<file path="src/rtl/grid_readout_pkg.sv">
// Shared types and constants for the 8-neuron grid readout path.
package grid_readout_pkg;

  localparam int NEURONS = 8;
  localparam int SNAP_DW = 8;

  typedef enum logic {
    IDLE   = 1'b0,
    SETTLE = 1'b1
  } frame_state_e;

  typedef logic [2:0] idx_t;

  typedef logic [SNAP_DW-1:0] snap_t [NEURONS];

  localparam idx_t LAST_IDX = 3'd7;

endpackage

</file>
<file path="src/rtl/grid_readout_ser.sv">
// Snapshot register, capture/overrun rule and valid/ready beat sequencer
// for the grid readout.
module grid_readout_ser
  import grid_readout_pkg::*;
#(
  parameter int DW = 8
) (
  input  logic                  clk,
  input  logic                  rst,
  input  logic                  clear,
  input  logic                  capture,
  input  logic                  settle_restart,
  input  logic [NEURONS*DW-1:0] cap_data,
  output logic                  m_valid,
  input  logic                  m_ready,
  output logic [DW-1:0]         m_data,
  output logic [2:0]            m_idx,
  output logic                  m_last,
  output logic                  busy,
  output logic                  overrun
);

  // Stream handshake: a beat transfers on any posedge where m_valid & m_ready;
  // while m_valid is high and m_ready low, m_valid/m_data/m_idx/m_last hold,
  // and m_valid never depends combinationally on m_ready.

  logic [DW-1:0] snap_q [NEURONS];
  idx_t          next_idx;
  logic          hs;
  logic          final_hs;
  logic          accept;

  assign next_idx = m_idx + 3'd1;
  assign hs       = m_valid & m_ready;
  assign final_hs = hs && (m_idx == LAST_IDX);
  // A capture landing on the last handshake reloads without a bubble.
  assign accept   = capture && (!busy || final_hs);

  always_ff @(posedge clk or negedge rst) begin
    if (!rst) begin
      for (int k = 0; k < NEURONS; k++) snap_q[k] <= '0;
      m_valid <= 1'b0;
      m_data  <= '0;
      m_idx   <= '0;
      m_last  <= 1'b0;
      busy    <= 1'b0;
      overrun <= 1'b0;
    end else if (clear) begin
      m_valid <= 1'b0;
      m_data  <= '0;
      m_idx   <= '0;
      m_last  <= 1'b0;
      busy    <= 1'b0;
      overrun <= 1'b0;
    end else begin
      if ((capture && !accept) || settle_restart) overrun <= 1'b1;

      if (accept) begin
        for (int k = 0; k < NEURONS; k++) snap_q[k] <= cap_data[k*DW +: DW];
        m_valid <= 1'b1;
        busy    <= 1'b1;
        m_idx   <= '0;
        m_data  <= cap_data[DW-1:0];
        m_last  <= 1'b0;
      end else if (final_hs) begin
        m_valid <= 1'b0;
        busy    <= 1'b0;
        m_idx   <= '0;
        m_data  <= '0;
        m_last  <= 1'b0;
      end else if (hs) begin
        m_idx  <= next_idx;
        m_data <= snap_q[next_idx];
        m_last <= (next_idx == LAST_IDX);
      end
    end
  end

  a_stall_stable: assert property (@(posedge clk) disable iff (!rst)
    (m_valid && !m_ready && !clear) |=> (m_valid && $stable(m_data) && $stable(m_idx)));

  a_last_on_idx7: assert property (@(posedge clk) disable iff (!rst)
    m_last == (m_valid && (m_idx == LAST_IDX)));

endmodule

</file>
<file path="src/rtl/grid_8_readout.sv">
// Frame collector for the 8-neuron grid: trig edge counting, settle FSM and
// snapshot serialisation. Define GRID_READOUT_RELU_EN to rectify captured values.
module grid_8_readout
  import grid_readout_pkg::*;
#(
  parameter int N_INPUTS      = 16,
  parameter int SETTLE_CYCLES = 4,
  parameter int DW            = 8
) (
  input  logic          clk,
  input  logic          rst,
  input  logic          trig,
  input  logic          clear,
  input  logic [DW-1:0] din0,
  input  logic [DW-1:0] din1,
  input  logic [DW-1:0] din2,
  input  logic [DW-1:0] din3,
  input  logic [DW-1:0] din4,
  input  logic [DW-1:0] din5,
  input  logic [DW-1:0] din6,
  input  logic [DW-1:0] din7,
  output logic          m_valid,
  input  logic          m_ready,
  output logic [DW-1:0] m_data,
  output logic [2:0]    m_idx,
  output logic          m_last,
  output logic          busy,
  output logic          overrun,
  output logic          dbg_frame_state
);

  localparam int TCW = (N_INPUTS > 1) ? $clog2(N_INPUTS) : 1;
  localparam int SCW = (SETTLE_CYCLES > 0) ? $clog2(SETTLE_CYCLES + 1) : 1;
  localparam logic [TCW-1:0] TRIG_LAST   = TCW'(N_INPUTS - 1);
  localparam logic [SCW-1:0] SETTLE_INIT = SCW'(SETTLE_CYCLES);

  logic                  trig_q;
  logic [TCW-1:0]        trig_cnt;
  logic [SCW-1:0]        settle_cnt;
  frame_state_e          state;
  logic                  trig_edge;
  logic                  frame_end;
  logic                  capture;
  logic                  settle_restart;
  logic [NEURONS*DW-1:0] cap_data;

  assign trig_edge      = trig & ~trig_q;
  assign frame_end      = trig_edge && (trig_cnt == TRIG_LAST);
  // A frame ending during settle restarts it instead of capturing.
  assign capture        = (state == SETTLE) && (settle_cnt == '0) && !frame_end && !clear;
  assign settle_restart = (state == SETTLE) && frame_end && !clear;
  assign dbg_frame_state = (state == SETTLE);

  // clear deliberately leaves trig_q alone so a held trig is not a new edge.
  always_ff @(posedge clk or negedge rst) begin
    if (!rst) trig_q <= 1'b0;
    else      trig_q <= trig;
  end

  always_ff @(posedge clk or negedge rst) begin
    if (!rst) begin
      state      <= IDLE;
      trig_cnt   <= '0;
      settle_cnt <= '0;
    end else if (clear) begin
      state      <= IDLE;
      trig_cnt   <= '0;
      settle_cnt <= '0;
    end else begin
      if (trig_edge) trig_cnt <= frame_end ? '0 : trig_cnt + 1'b1;

      case (state)
        IDLE: begin
          if (frame_end) begin
            state      <= SETTLE;
            settle_cnt <= SETTLE_INIT;
          end
        end
        SETTLE: begin
          if (frame_end)              settle_cnt <= SETTLE_INIT;
          else if (settle_cnt == '0)  state      <= IDLE;
          else                        settle_cnt <= settle_cnt - 1'b1;
        end
        default: state <= IDLE;
      endcase
    end
  end

  always_comb begin
    cap_data = {din7, din6, din5, din4, din3, din2, din1, din0};
`ifdef GRID_READOUT_RELU_EN
    for (int k = 0; k < NEURONS; k++) begin
      if (cap_data[k*DW + DW - 1]) cap_data[k*DW +: DW] = '0;
    end
`else
`endif
  end

  grid_readout_ser #(
    .DW (DW)
  ) u_ser (
    .clk            (clk),
    .rst            (rst),
    .clear          (clear),
    .capture        (capture),
    .settle_restart (settle_restart),
    .cap_data       (cap_data),
    .m_valid        (m_valid),
    .m_ready        (m_ready),
    .m_data         (m_data),
    .m_idx          (m_idx),
    .m_last         (m_last),
    .busy           (busy),
    .overrun        (overrun)
  );

endmodule

</file>
<file path="config.mk">
export PLATFORM = sky130hd
export DESIGN_NAME = grid_8_readout
export DESIGN_NICKNAME = d
export VERILOG_FILES = /design/src/rtl/grid_readout_pkg.sv /design/src/rtl/grid_readout_ser.sv /design/src/rtl/grid_8_readout.sv
export SDC_FILE = /design/constraint.sdc
export NUM_CORES = 1
export LEC_CHECK = 0
export ABC_CLOCK_PERIOD_IN_PS = 2500
export CAP_MARGIN = 20
export CORE_MARGIN = 10
export CORE_UTILIZATION = 42
export DETAILED_ROUTE_END_ITERATION = 10
export GPL_TIMING_DRIVEN = 0
export PLACE_DENSITY = 0.7
export SLEW_MARGIN = 20
export SYNTH_ARGS = -nofsm -noshare
export SYNTH_HDL_FRONTEND = slang
export SYNTH_SLANG_ARGS = --single-unit
</file>
<file path="constraint.sdc">
create_clock -name clk -period 2.5 [get_ports clk]
set_clock_uncertainty 0.1 [all_clocks]
set_input_delay 0.25 -clock clk [delete_from_list [all_inputs] [get_ports clk]]
set_output_delay 0.25 -clock clk [all_outputs]
set_load 0.1 [all_outputs]
</file>
# Yosys cells after proc, flatten, opt, wreduce, memory -nomap -nowiden

Cells that the tools add are included.

Bits in registers: 87
Bits of input ports: 69
Output and inout bits: 16
Logic and storage cells: 87

Add/sub/neg operators: 3
Order comparisons: 1
Equal/unequal tests: 5
Multiplexer cells: 33
Bitwise logic cells: 6
Reduce and logical (&&, ||, !) cells: 22

Operators by type and width:

| cell                                                                | number |
|---|---|
| 8-bit 2-to-1 mux                                                    | 6 |
| 8-bit binary-select mux with 3-bit select                           | 1 |
| 3-bit 2-to-1 mux                                                    | 8 |
| 1-bit 2-to-1 mux                                                    | 13 |
| 4-bit 2-to-1 mux                                                    | 3 |
| 1-bit logical AND                                                   | 9 |
| 3-bit equality test (second input constant)                         | 2 |
| 3-bit case mux with 2 select lines                                  | 1 |
| 4-bit by 1-bit adder with 4-bit output (second input constant)      | 1 |
| 4-bit equality test (second input constant)                         | 1 |
| 4-bit >= comparator (second input constant)                         | 1 |
| 1-bit logical NOT                                                   | 4 |
| 4-bit inequality test (second input constant)                       | 1 |
| 3-bit inverter with 4-bit output                                    | 1 |
| 2-bit AND reduction                                                 | 2 |
| 2-bit nonzero test                                                  | 2 |
| 4-bit nonzero test                                                  | 1 |
| 3-bit by 1-bit adder with 3-bit output (second input constant)      | 1 |
| 3-bit logical NOT                                                   | 1 |
| 3-bit inequality test (second input constant)                       | 1 |
| 1-bit inverter                                                      | 3 |
| 3-bit nonzero test                                                  | 1 |
| 3-bit by 1-bit subtractor with 3-bit output (second input constant) | 1 |
| 1-bit bitwise AND                                                   | 2 |
| 2 further kinds                                                     | 3 |

# Logic depth before layout (Yosys ltp)

Gate-level depths: netlist of run 1.

Word-level depth: 12
Depth in mapped cells: 10
Gate-level depth less buffers: 6

# Hierarchy

Synthesis of run 1 repeated with hierarchy kept, for this count alone.

Cell total of the unflattened synthesis: 331
Area total of the unflattened synthesis: 4560.6 um2

Modules (own cells, without submodules):

| module           | times used | cells an instance | area an instance (um2) | sequential area each (um2) |
|---|---|---|---|---|
| grid_readout_ser | 1          | 286               | 4063.9                 | 1951.9 |
| grid_8_readout   | 1          | 45                | 496.7                  | 225.2 |

# Least setup slack after synthesis of run 1

Ideal clock, no wire load.

Kind: flip-flop to flip-flop
Start: reg u_ser.m_idx[0]
End: reg u_ser.m_data[0]
Data arrival time: 2.868 ns
Data required time: 2.261 ns
Path slack: -0.607 ns
Cell stages (with the launch flop): 11
Buffers on the path: 4
Period minus slack after synthesis: 3.107 ns
Cells stage by stage: dfrtp_1 buf_4 buf_6 inv_1 ha_1 buf_2 buf_2 mux4_2 mux2_2 nand3_1 a311oi_1

Longest elaborated chain between the ends: 9
Elaborated cells between the ends (all ways): 14

RTL lines:

| item                                                   | line                   | RTL |
|---|---|---|
| start: declaration                                     | grid_readout_ser.sv:17 | `output logic [2:0] m_idx,` |
| start signal: assignment                               | grid_readout_ser.sv:72 | `m_idx <= next_idx;` |
| 3-bit by 1-bit adder with 3-bit output                 | grid_readout_ser.sv:33 | `assign next_idx = m_idx + 3'd1;` |
| 3-bit inverter with 4-bit output (not written as such) | grid_readout_ser.sv:73 | `m_data <= snap_q[next_idx];` |
| 8-bit binary-select mux with 3-bit select              | grid_readout_ser.sv:73 |  |
| 8-bit 2-to-1 mux (not written as such) (2 in a row)    | grid_readout_ser.sv:73 |  |
| 8-bit 2-to-1 mux                                       | grid_readout_ser.sv:71 | `end else if (hs) begin` |
| 8-bit 2-to-1 mux                                       | grid_readout_ser.sv:65 | `end else if (final_hs) begin` |
| 8-bit 2-to-1 mux                                       | grid_readout_ser.sv:58 | `if (accept) begin` |
| 8-bit 2-to-1 mux                                       | grid_readout_ser.sv:48 | `end else if (clear) begin` |
| end signal: assignment                                 | grid_readout_ser.sv:63 | `m_data <= cap_data[DW-1:0];` |
| end signal: assignment                                 | grid_readout_ser.sv:73 |  |
| end: declaration                                       | grid_readout_ser.sv:16 | `output logic [DW-1:0] m_data,` |

Several ways; a longest one is shown, not always the timed one. The select of a mux whose other input is x is not followed.
A chain may end at the register's enable or synchronous reset.

# Final worst setup path of run 1

Start: reg u_ser.m_valid
End: out m_valid

RTL lines:

| item                     | line                   | RTL |
|---|---|---|
| start: declaration       | grid_readout_ser.sv:14 | `output logic m_valid,` |
| start signal: assignment | grid_readout_ser.sv:42 | `m_valid <= 1'b0;` |
| start signal: assignment | grid_readout_ser.sv:49 | `m_valid <= 1'b0;` |
| start signal: assignment | grid_readout_ser.sv:60 | `m_valid <= 1'b1;` |
| end: declaration         | grid_8_readout.sv:22   | `output logic m_valid,` |

No word-level cell between the ends.

==> run_results.csv, run 1 <==
group,metric,value,unit
power,internal-power,2.35,mW
layout,antenna_cells,0,
power,pwr-share-comb,0.114,
sta,hold_violations,0,
clock_tree,clock_path_buffers,2,
sta,worstMarginPinSlew,0.988,ns
synth,synth.distinct_cells,38,
layout,stdcell_area,5720,sq um
routing,drtIter0Drc,169,
global_routing,antenna_found_initial,0,
routing,antenna_left,0,
clock_tree,insertion_delay,0.37,ns
power,p_switching,0.699,mW
placement,portBuffers,84,
routing,num_vias,2792,
synth,seq_area_frac_synth,0.501,
clock_tree,clk_transition_reported_paths,0.09,ns
die,core-area,10200,sq um
sta,min_period,2.44,ns
sta,rsz0062_at_grt,"false",
global_routing,grt_use_met1,0.199,
power,swShare,0.230,
routing,avgRoutedWirePerCell,19.7,um
sta,hold_slack,0.291,ns
layout,layout_common_cells,"dfrtp_1 (84), clkdlybuf4s50_1 (83), mux2_4 (56)",
clock_tree,numCtsBuffers,9,
worst_setup_path,cp-start-kind,"flop",
global_routing,gr-total-overflow,0,
global_routing,grt_usage,0.146,
sta,slew_viol_final,0,
power,clkPwrFrac,0.395,
die,placement_rows,37,
global_routing,grt_pass1_wl,16900,um
synth,synth_area,4350,sq um
worst_setup_path,end_kind,"output pin",
worst_setup_path,crit_type,"reg -> out",
routing,viasPerCell,5.21,
global_routing,gr-usage-met3,0.0342,
die,die_h,122,um
sta,setup_violations,0,
layout,area.growth.synth_to_final,31.5,%
placement,place_congestion,0.816,
global_routing,grt_pass1_vias,3040,
worst_setup_path,crit_fanout,6,
job,max-cap-violations,0,
layout,drive_gt1_frac,0.308,
clock_tree,h-tree-depth,3,
routing,first_pass_iters,4,
synth,synth_edf_count,0,
routing,routed_wl,10600,um
placement,dpl.hpwl,7730,um
synth,synth_flop_cell,"dfrtp_1",
global_routing,top_usage_layer,"met2",
die,die_x,122,um
synth,syn_area_per_cell,14.6,sq um
placement,placed_area,5420,sq um
sta,clock.fmax,0.409,GHz
global_routing,met2_usage,0.226,
placement,dp_cells,519,
synth,syn_inst,298,
die,start_util,0.427,
clock_tree,clock_sinks,87,
synth,ys_seq_elements,87,
synth,async_flop_share,1.00,
outcome,status,"finished, final reports clean",
power,power_density,533,nW/um^2
sta,slew_headroom,0.340,
clock_tree,postCtsSetupRepairBufs,0,
die,io_pins,85,
worst_setup_path,required,2.15,ns
global_routing,grt_max_degree,50,
worst_setup_path,cp.arrival,2.09,ns
die,die-area,14800,sq um
clock_tree,clockRootBuffer,"clkbuf_8",
power,leakagePower,2.51,nW
power,p_seq_frac,0.491,
min_path,min_path_type,"in -> async",
layout,nNetsFinal,470,
power,irDropWorstVdd,0.290,mV
clock_tree,tritoncts,"done",
layout,mostFrequentLayoutCell,"dfrtp_1",
synth,yosys_warnings,0,
synth,synth_nets,373,
sta,fin_crit_sh,0.977,
layout,finalNonFillerCells,536,
routing,drc_errors,0,
## cell families after synthesis
logic type                 Yosys count  synth area share
DFF                                 87             0.501
muxes                               83             0.304
and+or+nand+nor                     49            0.0651
AOI/OAI and AO/OA                   38            0.0593
buffers and inverters               32            0.0475
adders and majority gates            6            0.0173
xor gates and xnor gates             3           0.00605
## stage by stage
stage / power, mW / setup WS [ns] / util / TNS, ns
2_1_floorplan: 1.68 / 0.00325 / - / 0
3_3_place_gp: 1.86 / -2.63 / 0.529 / -179.19
3_5_place_dp: 1.87 / -0.0659 / 0.532 / -0.372
4_1_cts: 3.06 / 0.0311 / 0.557 / 0
5_1_grt: 3.16 / 0.00873 / 0.561 / 0
6_report: 3.05 / 0.0579 / 0.561 / 0
## final timing paths
path                           startpoint                to  slack [ns]  cells after the start
min in group clk                     trig            trig_q        0.29                      1
hold reg to reg             u_ser.overrun     u_ser.overrun        0.41                      2
setup / recovery            u_ser.m_valid           m_valid        0.06                      2
setup reg to reg           u_ser.m_idx[0]     u_ser.m_valid        0.10                     10
max in group asynchronous             rst  u_ser.snap_q[16]        1.39                      3
hold / removal                        rst     u_ser.overrun        0.29                      2
## routing by layer
| metal | vias to the layer above | part of all wire |
|---|---|---|
| met5 | - | 0 |
| met4 | 0 | 0.012 |
| met3 | 9 | 0.066 |
| met2 | 99 | 0.46 |
| met1 | 1394 | 0.46 |
| li1 | 1290 | - |
## synth_stat cells, types with 6 or more instances
master / count / share of area
a211oi_1: 8 / 0.014
a21oi_1: 7 / 0.0081
a311oi_1: 8 / 0.016
buf_6: 10 / 0.026
dfrtp_1: 87 / 0.50
ha_1: 6 / 0.017
inv_1: 12 / 0.010
mux2_2: 8 / 0.021
mux2_4: 56 / 0.19
mux4_2: 16 / 0.083
nand2_1: 6 / 0.0052
nand3_1: 19 / 0.022
o21ai_1: 8 / 0.0092
## final cells by class
cell class	count	area, sq um
clock buffers	11	141
flip-flops and latches	87	2190
fillers	870	4470
inverters	12	45.0
well taps	136	170
repair buffers	87	901
clock inverters	5	105
multi-input cells	179	1980
plain buffers	19	188
## sequential cells by signal (all words and copies together) (netlist names)
register / count
u_ser.m_last: 1
u_ser.m_idx: 3
u_ser.m_data: 8
trig_q: 1
u_ser.snap_q: 64
settle_cnt: 3
trig_cnt: 4
u_ser.m_valid: 1
dbg_frame_state: 1
u_ser.overrun: 1
## worst max-delay path: stages, from the launching register on
cell and delay, ns:
dfrtp_1 0.46, buf_4 0.14, clkdlybuf4s50_1 1.12
## power by group through the flow
stage	logic (mW)	registers (mW)	clock network [mW]
4_1_cts	0.351	1.49	1.22
6_report	0.347	1.50	1.20
3_3_place_gp	0.339	1.52	0
5_1_grt	0.373	1.50	1.29
3_5_place_dp	0.348	1.52	0
2_1_floorplan	0.112	1.56	0
## repair_timing
action / 4_1_cts / 5_1_grt
gates cloned: 0 / 1
pin swaps: 0 / 0
setup endpoints to repair: 8 / 69
endpoints found under the hold margin: 38 / 0
gates resized for setup: 1 / 5
hold buffers: 1 / 0
(Power assumes the default switching activity.)
==> run 2, diff against run 1 <==
--- a/config.mk
+++ b/config.mk
@@ -12,7 +12,6 @@
 export DETAILED_ROUTE_END_ITERATION = 10
 export GPL_TIMING_DRIVEN = 0
 export PLACE_DENSITY = 0.7
-export SLEW_MARGIN = 20
 export SYNTH_ARGS = -nofsm -noshare
 export SYNTH_HDL_FRONTEND = slang
 export SYNTH_SLANG_ARGS = --single-unit
==> results of run 2 <==
The final DEF is identical to that of run 1; final timing and power are the same.
==> run 3, diff against run 2 <==
--- a/config.mk
+++ b/config.mk
@@ -5,13 +5,13 @@
 export SDC_FILE = /design/constraint.sdc
 export NUM_CORES = 1
 export LEC_CHECK = 0
-export ABC_CLOCK_PERIOD_IN_PS = 2500
+export ABC_CLOCK_PERIOD_IN_PS = 2300
 export CAP_MARGIN = 20
 export CORE_MARGIN = 10
 export CORE_UTILIZATION = 42
 export DETAILED_ROUTE_END_ITERATION = 10
 export GPL_TIMING_DRIVEN = 0
-export PLACE_DENSITY = 0.7
+export PLACE_DENSITY = 0.67
 export SYNTH_ARGS = -nofsm -noshare
 export SYNTH_HDL_FRONTEND = slang
 export SYNTH_SLANG_ARGS = --single-unit
==> constraint.sdc (replaced) <==
create_clock -name clk -period 2.3 [get_ports clk]
set_clock_uncertainty 0.1 [all_clocks]
set_input_delay 0.23 -clock clk [delete_from_list [all_inputs] [get_ports clk]]
set_output_delay 0.23 -clock clk [all_outputs]
set_load 0.1 [all_outputs]
==> run 3 against run 2 <==
- via count shrank 0.39%
- sequential power grew 9%
- power grew 5.9%
- clock power is essentially flat
- hold slack lost 0.062 ns
- die area is the same
- count of clock-buffer cells in the layout is the same
- final cell count grew 1.1%
- flip-flop and latch count is the same
- critical path type is now reg -> reg
- highest routed layer unchanged
==> run_results.csv, run 3 (synthesized netlist as in run 1, its figures left out) <==
group,metric,value,unit
worst_setup_path,cpMostUsedCell,"ha_4",
power,power_density,548,nW/um^2
global_routing,grt_max_degree,61,
worst_setup_path,rr_startpoint,"u_ser.m_idx[0]",
routing,first_pass_iters,4,
clock_tree,clk_transition_reported_paths,0.09,ns
worst_setup_path,cp.arrival,2.42,ns
clock_tree,clock_sinks,87,
die,die_x,122,um
layout,final_util,0.578,
worst_setup_path,cp-start-kind,"flop",
placement,portBuffers,84,
clock_tree,numCtsBuffers,9,
clock_tree,insertion_delay,0.36,ns
worst_setup_path,crit_slowest_cell,"dfrtp_4",
worst_setup_path,reg2reg_slack,0.02,ns
worst_setup_path,crit_end,"u_ser.snap_q[37]",
routing,drc_errors,0,
clock_tree,h-tree-depth,3,
routing,avgRoutedWirePerCell,19.8,um
placement,dpl.hpwl,7660,um
worst_setup_path,crit_fanout,10,
layout,antenna_cells,0,
layout,mostFrequentLayoutCell,"dfrtp_1",
worst_setup_path,path_delay_family,"flip-flops",
sta,hold_violations,0,
worst_setup_path,startpoint,"u_ser.m_idx[0]",
clock_tree,clockRootBuffer,"clkbuf_8",
die,placement_rows,37,
global_routing,grt_pass1_wl,17200,um
layout,reg.largest.list,"u_ser.snap_q: 64 flops, u_ser.m_data: 8 flops, trig_cnt: 4 flops",
layout,area.growth.synth_to_final,35.4,%
sta,rsz0062_at_grt,"true",
worst_setup_path,end_kind,"flop",
die,die_h,122,um
routing,antenna_left,0,
sta,setup_violations,0,
global_routing,gr-total-overflow,0,
die,die-area,14800,sq um
power,irDropWorstVdd,0.388,mV
sta,fin_crit_sh,0.992,
power,leakagePower,2.64,nW
sta,min_period,2.28,ns
outcome,status,"finished, final reports clean",
job,max-cap-violations,0,
die,start_util,0.427,
routing,routed_wl,10700,um
worst_setup_path,required,2.44,ns
worst_setup_path,cp.depth,8,
sta,clock.fmax,0.438,GHz
global_routing,antenna_found_initial,0,
layout,nNetsFinal,476,
die,io_pins,85,
sta,slew_headroom,0.338,
layout,stdcell_area,5880,sq um
global_routing,grt_pass1_vias,3117,
power,power.total,3.23,mW
min_path,min_path_type,"in -> async",
routing,num_vias,2781,
global_routing,grt_usage,0.149,
worst_setup_path,critical_path.cell_chain,"ha_4 > ha_4 > a21bo_1 > and4b_1 > buf_6 > and2_4 > buf_8 > mux2_4",
placement,placed_area,5490,sq um
worst_setup_path,crit_buf_inv,2,
layout,drive_gt1_frac,0.330,
clock_tree,clock_path_buffers,2,
layout,layout_common_cells,"dfrtp_1 (83), clkdlybuf4s50_1 (78), mux2_4 (63)",
sta,slew_viol_final,0,
worst_setup_path,slowest_delay,0.52,ns
sta,worstMarginPinSlew,0.990,ns
worst_setup_path,crit_type,"reg -> reg",
worst_setup_path,reg2reg_depth,8,
routing,drtIter0Drc,188,
placement,place_congestion,0.776,
routing,viasPerCell,5.13,
layout,regMostFlops,"u_ser.snap_q",
die,core-area,10200,sq um
clock_tree,tritoncts,"done",
layout,largest_reg_flops,64,
worst_setup_path,reg2reg_to,"u_ser.snap_q[37]",
==> run 3: changes by cell type in the layout (fill, tap and decap cells not counted), moves of 2 or more <==
cell             before  now
ha_4                  1    3
buf_4                 2    8
clkbuf_1              6    3
ha_2                  2    0
mux2_2                8    1
dlygate4sd2_1         0    2
mux2_4               56   63
buf_8                 1    3
clkdlybuf4s50_1      83   78
buf_6                 9    1
buf_12                2    8
dlymetal6s2s_1        0    3
==> run 3: how the worst min path moves through the flow <==
stage | startpoint | end | slack (ns) | cells after the start
after floorplan | rst | dbg_frame_state | -0.17 | 0
after global placement | u_ser.overrun | u_ser.overrun | 0.38 | 2
after detailed placement | rst | dbg_frame_state | 0.08 | 1
after CTS | rst | u_ser.m_data[6] | 0.24 | 2
after global routing | rst | dbg_frame_state | 0.27 | 2
final | rst | u_ser.m_data[6] | 0.23 | 2
==> run 3: stage by stage <==
stage / setup WS [ns] / TNS (ns) / instances / hold WS (ns)
6_report: 0.0190 / 0 / 542 / 0.228
5_1_grt: -0.0500 / -1.01 / 542 / 0.266
4_1_cts: 0.00132 / 0 / 539 / 0.236
3_5_place_dp: -0.195 / -6.16 / 519 / 0.0777
3_3_place_gp: -2.92 / -209.21 / 518 / 0.382
2_1_floorplan: -0.142 / -9.46 / 298 / -0.166
==> run 3: cell type report <==
cell class              count  area (sq um)
flip-flops and latches     87          2190
well taps                 136           170
clock buffers              11           151
plain buffers              16           205
inverters                  12          47.5
clock inverters             5          80.1
multi-input cells         179          2030
fillers                   843          4300
repair buffers             96          1020
==> run 3: report_power, final <==
part / total, mW / switching [mW] / leakage (nW) / internal [mW]
clock network: 1.22 / 0.551 / 0.112 / 0.669
registers: 1.63 / 0.0367 / 1.15 / 1.59
logic: 0.381 / 0.167 / 1.39 / 0.214
==> run 3: repair_timing <==
action	in CTS	in global routing
hold buffers	1	0
resized for setup	13	7
endpoints found under the setup margin	77	70
pin swaps	2	1
hold endpoints to repair	27	0
gates cloned	0	2
setup buffers	6	2
==> run 3: metal layers <==
metal / vias up / part of all wire / GRT usage
met5: - / 0 / 0
met4: 0 / 0.011 / 0.0425
met3: 12 / 0.059 / 0.0421
met2: 75 / 0.47 / 0.231
met1: 1382 / 0.46 / 0.198
li1: 1312 / - / -
